`config.mk`:
```
export PLATFORM = sky130hd
export DESIGN_NAME = lift_request_scheduler_flat
export DESIGN_NICKNAME = d
export VERILOG_FILES = /design/src/rtl/lift_pkg.sv /design/src/rtl/lift_request_scheduler_if.sv /design/src/rtl/lift_call_finder.sv /design/src/rtl/lift_request_scheduler.sv /design/src/flat_wrapper.sv
export SDC_FILE = /design/constraint.sdc
export NUM_CORES = 1
export LEC_CHECK = 0
export ABC_CLOCK_PERIOD_IN_PS = 7000
export CORE_MARGIN = 2
export CORE_UTILIZATION = 40
export DETAILED_ROUTE_END_ITERATION = 12
export PLACE_DENSITY_LB_ADDON = 0.08
export SYNTH_ARGS = -nofsm -noshare
export SYNTH_HDL_FRONTEND = slang
export SYNTH_HIERARCHICAL = 1
export SYNTH_SLANG_ARGS = --single-unit
```
`constraint.sdc`:
```
create_clock -name clk -period 7 [get_ports clk]
set_input_delay 1.75 -clock clk [delete_from_list [all_inputs] [get_ports clk]]
set_output_delay 1.75 -clock clk [all_outputs]
set_load 0.1 [all_outputs]
```
`src/rtl/lift_pkg.sv`:
```
// Shared types for the lift scheduler and lift controller.
// The floor index width is derived here so that both blocks agree on it.
package lift_pkg;

  typedef enum logic [1:0] {
    SCHED_IDLE = 2'd0,
    SWEEP_UP   = 2'd1,
    SWEEP_DOWN = 2'd2
  } sched_state_t;

  typedef enum logic [1:0] {
    CTRL_IDLE      = 2'd0,
    CTRL_MOVE_UP   = 2'd1,
    CTRL_MOVE_DOWN = 2'd2,
    CTRL_DOOR      = 2'd3
  } ctrl_state_t;

  function automatic int floor_w(input int n);
    return (n <= 2) ? 1 : $clog2(n);
  endfunction

endpackage

```
`src/rtl/lift_request_scheduler_if.sv`:
```
// Connection between the lift request scheduler, the panel debouncers and the lift controller.
// The slave modport is the scheduler's view of these signals.
interface lift_request_scheduler_if import lift_pkg::*; #(
  parameter int NUM_FLOORS = 4,
  localparam int FLOOR_W = floor_w(NUM_FLOORS)
);
  logic [NUM_FLOORS-1:0] call_btn;
  logic [FLOOR_W-1:0]    current_floor;
  logic                  motor_up;
  logic                  motor_down;
  logic                  door_open;
  logic [FLOOR_W-1:0]    request_floor;
  logic                  request_pending;
  logic [NUM_FLOORS-1:0] pending_calls;
  logic                  dir_up;

  modport master (
    output call_btn, current_floor, motor_up, motor_down, door_open,
    input  request_floor, request_pending, pending_calls, dir_up
  );

  modport slave (
    input  call_btn, current_floor, motor_up, motor_down, door_open,
    output request_floor, request_pending, pending_calls, dir_up
  );
endinterface

```
`src/rtl/lift_call_finder.sv`:
```
// Combinational search over the latched calls: the nearest call above the car,
// the nearest call below it, and whether there is a call at the car's floor.
module lift_call_finder import lift_pkg::*; #(
  parameter int NUM_FLOORS = 4,
  localparam int FLOOR_W = floor_w(NUM_FLOORS)
) (
  input  logic [NUM_FLOORS-1:0] pending_i,
  input  logic [FLOOR_W-1:0]    cur_floor_i,
  output logic                  up_hit_o,
  output logic [FLOOR_W-1:0]    up_floor_o,
  output logic                  dn_hit_o,
  output logic [FLOOR_W-1:0]    dn_floor_o,
  output logic                  here_hit_o
);

  // A floor reading past the top counts as above every floor.
  always_comb begin
    up_hit_o   = 1'b0;
    up_floor_o = '0;
    dn_hit_o   = 1'b0;
    dn_floor_o = '0;
    here_hit_o = 1'b0;
    for (int i = NUM_FLOORS - 1; i >= 0; i--) begin
      if (pending_i[i] && (i > int'(cur_floor_i))) begin
        up_hit_o   = 1'b1;
        up_floor_o = FLOOR_W'(i);
      end
    end
    for (int i = 0; i < NUM_FLOORS; i++) begin
      if (pending_i[i] && (i < int'(cur_floor_i))) begin
        dn_hit_o   = 1'b1;
        dn_floor_o = FLOOR_W'(i);
      end
      if (pending_i[i] && (i == int'(cur_floor_i))) begin
        here_hit_o = 1'b1;
      end
    end
  end

endmodule

```
`src/rtl/lift_request_scheduler.sv`:
```
// Latches floor calls and hands the lift controller one target at a time,
// serving calls in SCAN order and reversing only once the car has stopped.
module lift_request_scheduler import lift_pkg::*; #(
  parameter int NUM_FLOORS = 4
) (
  input  logic                     clk,
  input  logic                     reset,
  lift_request_scheduler_if.slave  bus_if
);

  localparam int FLOOR_W = floor_w(NUM_FLOORS);

  sched_state_t          state_q, state_d, want;
  logic [NUM_FLOORS-1:0] pending_q, pending_d, clr;
  logic [FLOOR_W-1:0]    req_floor_q, req_floor_d;
  logic                  req_pend_q;
  logic                  dir_up_q, dir_up_d;
  logic                  up_hit, dn_hit, here_hit, moving;
  logic [FLOOR_W-1:0]    up_floor, dn_floor;

  lift_call_finder #(.NUM_FLOORS(NUM_FLOORS)) u_finder (
    .pending_i   (pending_q),
    .cur_floor_i (bus_if.current_floor),
    .up_hit_o    (up_hit),
    .up_floor_o  (up_floor),
    .dn_hit_o    (dn_hit),
    .dn_floor_o  (dn_floor),
    .here_hit_o  (here_hit)
  );

  // A call pressed at the floor whose door is opening is being served now.
  always_comb begin
    clr = '0;
    for (int i = 0; i < NUM_FLOORS; i++) begin
      clr[i] = bus_if.door_open && (int'(bus_if.current_floor) == i);
    end
    pending_d = (pending_q | bus_if.call_btn) & ~clr;
  end

  assign moving = bus_if.motor_up | bus_if.motor_down;

  always_comb begin
    want = state_q;
    unique case (state_q)
      SCHED_IDLE: begin
        if (up_hit)      want = SWEEP_UP;
        else if (dn_hit) want = SWEEP_DOWN;
        else             want = SCHED_IDLE;
      end
      SWEEP_UP: begin
        if (up_hit || here_hit) want = SWEEP_UP;
        else if (dn_hit)        want = SWEEP_DOWN;
        else                    want = SCHED_IDLE;
      end
      SWEEP_DOWN: begin
        if (dn_hit || here_hit) want = SWEEP_DOWN;
        else if (up_hit)        want = SWEEP_UP;
        else                    want = SCHED_IDLE;
      end
      default: want = SCHED_IDLE;
    endcase

    // Any change of sweep direction waits until the car is standing still.
    state_d = want;
    if (moving && (((want == SWEEP_UP) && !dir_up_q) || ((want == SWEEP_DOWN) && dir_up_q))) begin
      state_d = state_q;
    end

    dir_up_d = dir_up_q;
    if (state_d == SWEEP_UP)   dir_up_d = 1'b1;
    if (state_d == SWEEP_DOWN) dir_up_d = 1'b0;

    if (here_hit)                               req_floor_d = bus_if.current_floor;
    else if ((state_d == SWEEP_UP) && up_hit)   req_floor_d = up_floor;
    else if ((state_d == SWEEP_DOWN) && dn_hit) req_floor_d = dn_floor;
    else                                        req_floor_d = bus_if.current_floor;
  end

  always_ff @(posedge clk or posedge reset) begin
    if (reset) begin
      state_q     <= SCHED_IDLE;
      pending_q   <= '0;
      req_floor_q <= '0;
      req_pend_q  <= 1'b0;
      dir_up_q    <= 1'b1;
    end else begin
      state_q     <= state_d;
      pending_q   <= pending_d;
      req_floor_q <= req_floor_d;
      req_pend_q  <= |pending_q;
      dir_up_q    <= dir_up_d;
    end
  end

  assign bus_if.request_floor   = req_floor_q;
  assign bus_if.request_pending = req_pend_q;
  assign bus_if.pending_calls   = pending_q;
  assign bus_if.dir_up          = dir_up_q;

endmodule
```
`src/flat_wrapper.sv`:
```
// flat-port wrapper written by rule: the top's interface ports become plain ports
module lift_request_scheduler_flat import lift_pkg::*;
#(
  parameter int NUM_FLOORS = 4
)
  (clk, reset, bus_if_call_btn, bus_if_current_floor, bus_if_motor_up, bus_if_motor_down, bus_if_door_open, bus_if_request_floor, bus_if_request_pending, bus_if_pending_calls, bus_if_dir_up);
  lift_request_scheduler_if #(.NUM_FLOORS(NUM_FLOORS)) bus_if_i ();
  input  logic clk;
  input  logic reset;
  input wire logic [$bits(bus_if_i.call_btn)-1:0] bus_if_call_btn;
  input wire logic [$bits(bus_if_i.current_floor)-1:0] bus_if_current_floor;
  input wire logic [$bits(bus_if_i.motor_up)-1:0] bus_if_motor_up;
  input wire logic [$bits(bus_if_i.motor_down)-1:0] bus_if_motor_down;
  input wire logic [$bits(bus_if_i.door_open)-1:0] bus_if_door_open;
  output wire logic [$bits(bus_if_i.request_floor)-1:0] bus_if_request_floor;
  output wire logic [$bits(bus_if_i.request_pending)-1:0] bus_if_request_pending;
  output wire logic [$bits(bus_if_i.pending_calls)-1:0] bus_if_pending_calls;
  output wire logic [$bits(bus_if_i.dir_up)-1:0] bus_if_dir_up;
  assign bus_if_i.call_btn = bus_if_call_btn;
  assign bus_if_i.current_floor = bus_if_current_floor;
  assign bus_if_i.motor_up = bus_if_motor_up;
  assign bus_if_i.motor_down = bus_if_motor_down;
  assign bus_if_i.door_open = bus_if_door_open;
  assign bus_if_request_floor = bus_if_i.request_floor;
  assign bus_if_request_pending = bus_if_i.request_pending;
  assign bus_if_pending_calls = bus_if_i.pending_calls;
  assign bus_if_dir_up = bus_if_i.dir_up;
  lift_request_scheduler #(.NUM_FLOORS(NUM_FLOORS)) u_core (.clk(clk), .reset(reset), .bus_if(bus_if_i));
endmodule
```
==> results <==
- The die is 44.9 um wide.
- Combinational logic burns 38.9% of the power.
- The share of synthesized area in the top cell type comes to 33.7%.
- The later pin in the worst-skew pair is clocked with a latency of 0.27 ns.
- CTS built an H-tree with a depth of 1.
- The part of the total power dissipated in the clock network is 23.1%.
- The number of buffers created by CTS is 3.
- The number of buffers inserted by hold repair at cts is 0.
- The most frequent cell after synthesis is sky130_fd_sc_hd__nor2_1.
- The post-route clock skew is 0.0159 ns.
- Measured against its own limit, the worst slew margin works out to 35.0%.
- Across all hold checks on the routed design, the worst slack comes to 0.567 ns.
- The initial antenna violation count is 0.
- Detailed placement ended at an HPWL of 1160 um.
- Of all flip-flops after synthesis, the portion carrying an async set or reset was 100%.
- In the routed design, unresolved DRC markers number 0.
- The portion of total power attributed to sequential cells is 38.0%.
- Yosys mapped a number of flops with a built-in enable equal to 0.
- Row generation in the floorplan step produced 14 rows.
- Internal power comes to 0.108 mW.
- The ratio of cells with drive above 1 in the final layout is 13.5%.
- The average cell area after synthesis is 8.91 sq um.
- Among all flip-flop cells after synthesis, the most frequent one is sky130_fd_sc_hd__dfrtp_1.
- The clock transition time at the flip-flop clock pins of the worst setup and hold paths is 0.07 ns.
- The kind of cell with the highest combined delay along the critical path is simple AND/OR/NAND/NOR gates.
- Global routing consumed, over all layers together, 18.3% of the routing resources.
- The average wire per standard cell is 13.5 um.
- The signed area change from the synthesized netlist to the final layout is 32.2%.
- The area of the die is 2010 sq um.
- The clock period could shrink to 4.98 ns.
- IR analysis of the VDD net gives a maximum drop of 160 uV.
- Cells fill 57.3% of the core in the end.
- During I/O placement, the number of pins put on the boundary was 19.
- The total overflow left after global routing is 0.
- The measured slew at the worst slew-check pin is 0.971 ns.
- Clock tree synthesis found a total of 10 sinks.
- Setup repair after global routing left no endpoint under its margin.
- The number of antenna-violating nets in the routed design is 0.
- Sorting the synthesized cells by area gives the leading types as sky130_fd_sc_hd__dfrtp_1, sky130_fd_sc_hd__a21oi_1, sky130_fd_sc_hd__nor2_1.
- The net switching component of the power is 0.0719 mW.
- Derived from the worst setup path, the maximum achievable clock frequency is 201 MHz.
- The post-cts sizing count is 0.
- TritonCTS built the clock tree.
- Synthesis produced a netlist with a net count of 88.
- The run finished with clean final reports.
- The count of filler cells inserted in the layout is 145.
- By count the netlist is led by sky130_fd_sc_hd__nor2_1, sky130_fd_sc_hd__dfrtp_1, sky130_fd_sc_hd__a21oi_1.
- The number of diodes is 0.
- The mapped netlist covers 668 sq um.
- The final layout contains routed wiring with a total length of 1510 um.
- The number of pins exceeding their max-slew limit in the final report is 0.
- Routability-driven placement finished with a final weighted congestion of 0.776.
- The root buffer cell chosen for the clock tree is sky130_fd_sc_hd__clkbuf_4.
- The critical-path cell with the highest stage delay is sky130_fd_sc_hd__clkdlybuf4s50_1.
- The via total after detailed routing is 650.
- The number of port buffers is 18.
- The post-synthesis instance total is 75.
- The effective utilization at floorplan is 43.3%.
- The count of unique library cells instantiated by Yosys is 28.
- Entering global routing, the biggest net connects 17 pins.
- The data arrival time at the worst-slack endpoint is 5.14 ns.
- The number of DRC violations after detailed-routing iteration 0 is 4.
- Data on the critical path is required at its endpoint by 7.16 ns.
- The design draws 0.179 mW.
- The post-layout instance count excluding filler cells is 112.
- The buffers plus inverters on the worst setup path is 1.
- The yosys synthesis warning count is 6.
- The sequential cell area fraction in the yosys report is 37.6%.
- The min-delay analysis places its worst path in the category flip-flop to flip-flop.
- The number of vias per cell after detailed routing is 5.80.
- Walking the worst path, the cells encountered are clkdlybuf4s50_1 > nor2b_2 > a21oi_1 > a21oi_1 > or4b_1 > o311ai_2 > nor2_1 > or3_1 > ha_1 > nand2_1 > nand3_1 > o22a_1 > o22a_1.
- The final count of negative-setup-slack endpoints is 0.
- The height of the die is 44.9 um.
- For this run, the post-layout net count is 110.
- The number of hold-slack violations in the final timing report is 0.
- The switching portion of total power is 40.1%.
- The worst setup path is captured at a flip-flop.
- In this run the worst path has a maximum fanout of 16.
- The total iterations of the first detailed-routing run is 4.
- The final critical path takes up 71.1% of the cycle.
- Counting along the longest clock path gives a buffer depth of 2.
- The kind of start point of the critical path is an input port.
- The area used by sequential logic in the layout is 251 sq um.
- Max-cap violations in this run came to 0.
- In the final timing run, aggregate negative setup slack is 0 ns.
- The number of flip-flops and latches in the synthesized netlist is 10.
- The largest single stage delay on the critical path is 0.86 ns.
- The first global-routing pass estimated 2710 um of wire.
- The areal power density over the cells is 203 nW/um^2.
- By startpoint and endpoint, the worst setup path is classified as input port to flip-flop.
- In this run, placement finished with an instance count of 108.
- The number of setup buffers added after CTS is 0.
- The via count of the first global-routing pass came to 617.
- The footprint of the multi-input gates is 383 sq um.
- sky130_fd_sc_hd__dfrtp_1 takes more of the synthesized area than any other cell.
- The leakage power is 0.347 nW.
- The core box area is 1540 sq um.
cell usage in the layout, fill, tap and decap left out:
cell type,instances
sky130_fd_sc_hd__o21ai_1,2
sky130_fd_sc_hd__nor2_1,10
sky130_fd_sc_hd__inv_1,5
sky130_fd_sc_hd__clkbuf_1,1
sky130_fd_sc_hd__clkbuf_4,3
sky130_fd_sc_hd__or4_1,1
sky130_fd_sc_hd__or3_1,2
sky130_fd_sc_hd__nor4_1,2
sky130_fd_sc_hd__a211oi_2,1
sky130_fd_sc_hd__o22a_1,4
sky130_fd_sc_hd__o21ai_2,1
sky130_fd_sc_hd__inv_2,1
sky130_fd_sc_hd__a21oi_1,8
sky130_fd_sc_hd__a221oi_2,1
sky130_fd_sc_hd__mux2i_1,1
sky130_fd_sc_hd__o311ai_2,1
sky130_fd_sc_hd__or4b_1,2
sky130_fd_sc_hd__nand2_1,5
sky130_fd_sc_hd__and3_2,1
sky130_fd_sc_hd__o21ai_0,3
sky130_fd_sc_hd__dfstp_2,1
sky130_fd_sc_hd__o32a_1,2
sky130_fd_sc_hd__a31oi_1,2
sky130_fd_sc_hd__nor3_1,3
sky130_fd_sc_hd__nor2b_2,2
sky130_fd_sc_hd__dfrtp_1,9
sky130_fd_sc_hd__ha_1,2
sky130_fd_sc_hd__clkdlybuf4s50_1,18
sky130_fd_sc_hd__nand3_1,1
sky130_fd_sc_hd__or3b_2,1
metal layers:
layer	up-vias	part of all wire, %	track usage (%)	routed length [um]
li1	325	-	-	-
met1	308	49	26.8	735
met2	15	47	27.0	707
met3	2	4.0	6.00	60
met4	0	0.60	2.94	9
met5	-	0	0	0
worst paths after layout:
check | from | depth (start not counted) | slack (ns) | end
setup / recovery | bus_if_current_floor[1] | 13 | 2.02 | u_core/bus_if.request_floor[0]
hold / removal | u_core/bus_if.pending_calls[0] | 1 | 0.57 | u_core/bus_if.request_pending
setup reg to reg | u_core/bus_if.pending_calls[1] | 12 | 3.87 | u_core/bus_if.request_floor[0]
hold reg to reg | u_core/bus_if.pending_calls[0] | 1 | 0.57 | u_core/bus_if.request_pending
max in group asynchronous | reset | 2 | 4.92 | u_core/bus_if.dir_up
min in group asynchronous | reset | 2 | 1.75 | u_core/bus_if.request_floor[1]
power by group through the flow:
stage | sequential (mW) | combinational (mW) | clock, mW
after floorplan | 0.0946 | 0.0247 | 0
after global placement | 0.0692 | 0.0694 | 0
after detailed placement | 0.0691 | 0.0700 | 0
after CTS | 0.0681 | 0.0701 | 0.0430
after global routing | 0.0689 | 0.0752 | 0.0464
final | 0.0682 | 0.0699 | 0.0414
layout make-up:
cell class / instances / share of cell area, %
clock buffer: 4 / 2.97
inverter: 6 / 2.55
multi-input combinational: 58 / 43.3
sequential: 10 / 28.5
tap: 16 / 2.27
timing repair buffer: 18 / 20.4
state kept, by name (all words and copies together), names as in the netlist, named ones only:
signal	cells
u_core/bus_if.request_floor	2
u_core/bus_if.request_pending	1
u_core/bus_if.pending_calls	4
u_core/bus_if.dir_up	1
u_core/state_q	1
through the flow:
step | area, sq um | setup WS [ns]
6_report | 883 | 2.02
4_1_cts | 883 | 2.04
2_1_floorplan | 668 | 2.81
3_5_place_dp | 857 | 1.77
5_1_grt | 883 | 1.74
3_3_place_gp | 857 | 1.83
cells by family after synthesis:
group / synth area share (%)
adder cells (fa/ha/maj): 3.74
buffers and inverters: 5.06
AND/OR/NAND/NOR: 24.3
AO/OA/AOI/OAI: 27.7
flip-flops: 37.6
multiplexers: 1.50
worst reg2reg max path: cells and delay by family, from the launching register on:
family | cells | cell delay, ns
compound gates | 5 | 0.93
fa+ha+maj | 1 | 0.20
flops | 1 | 0.44
simple gates | 6 | 1.48
Power figures use the tool's default switching activity.
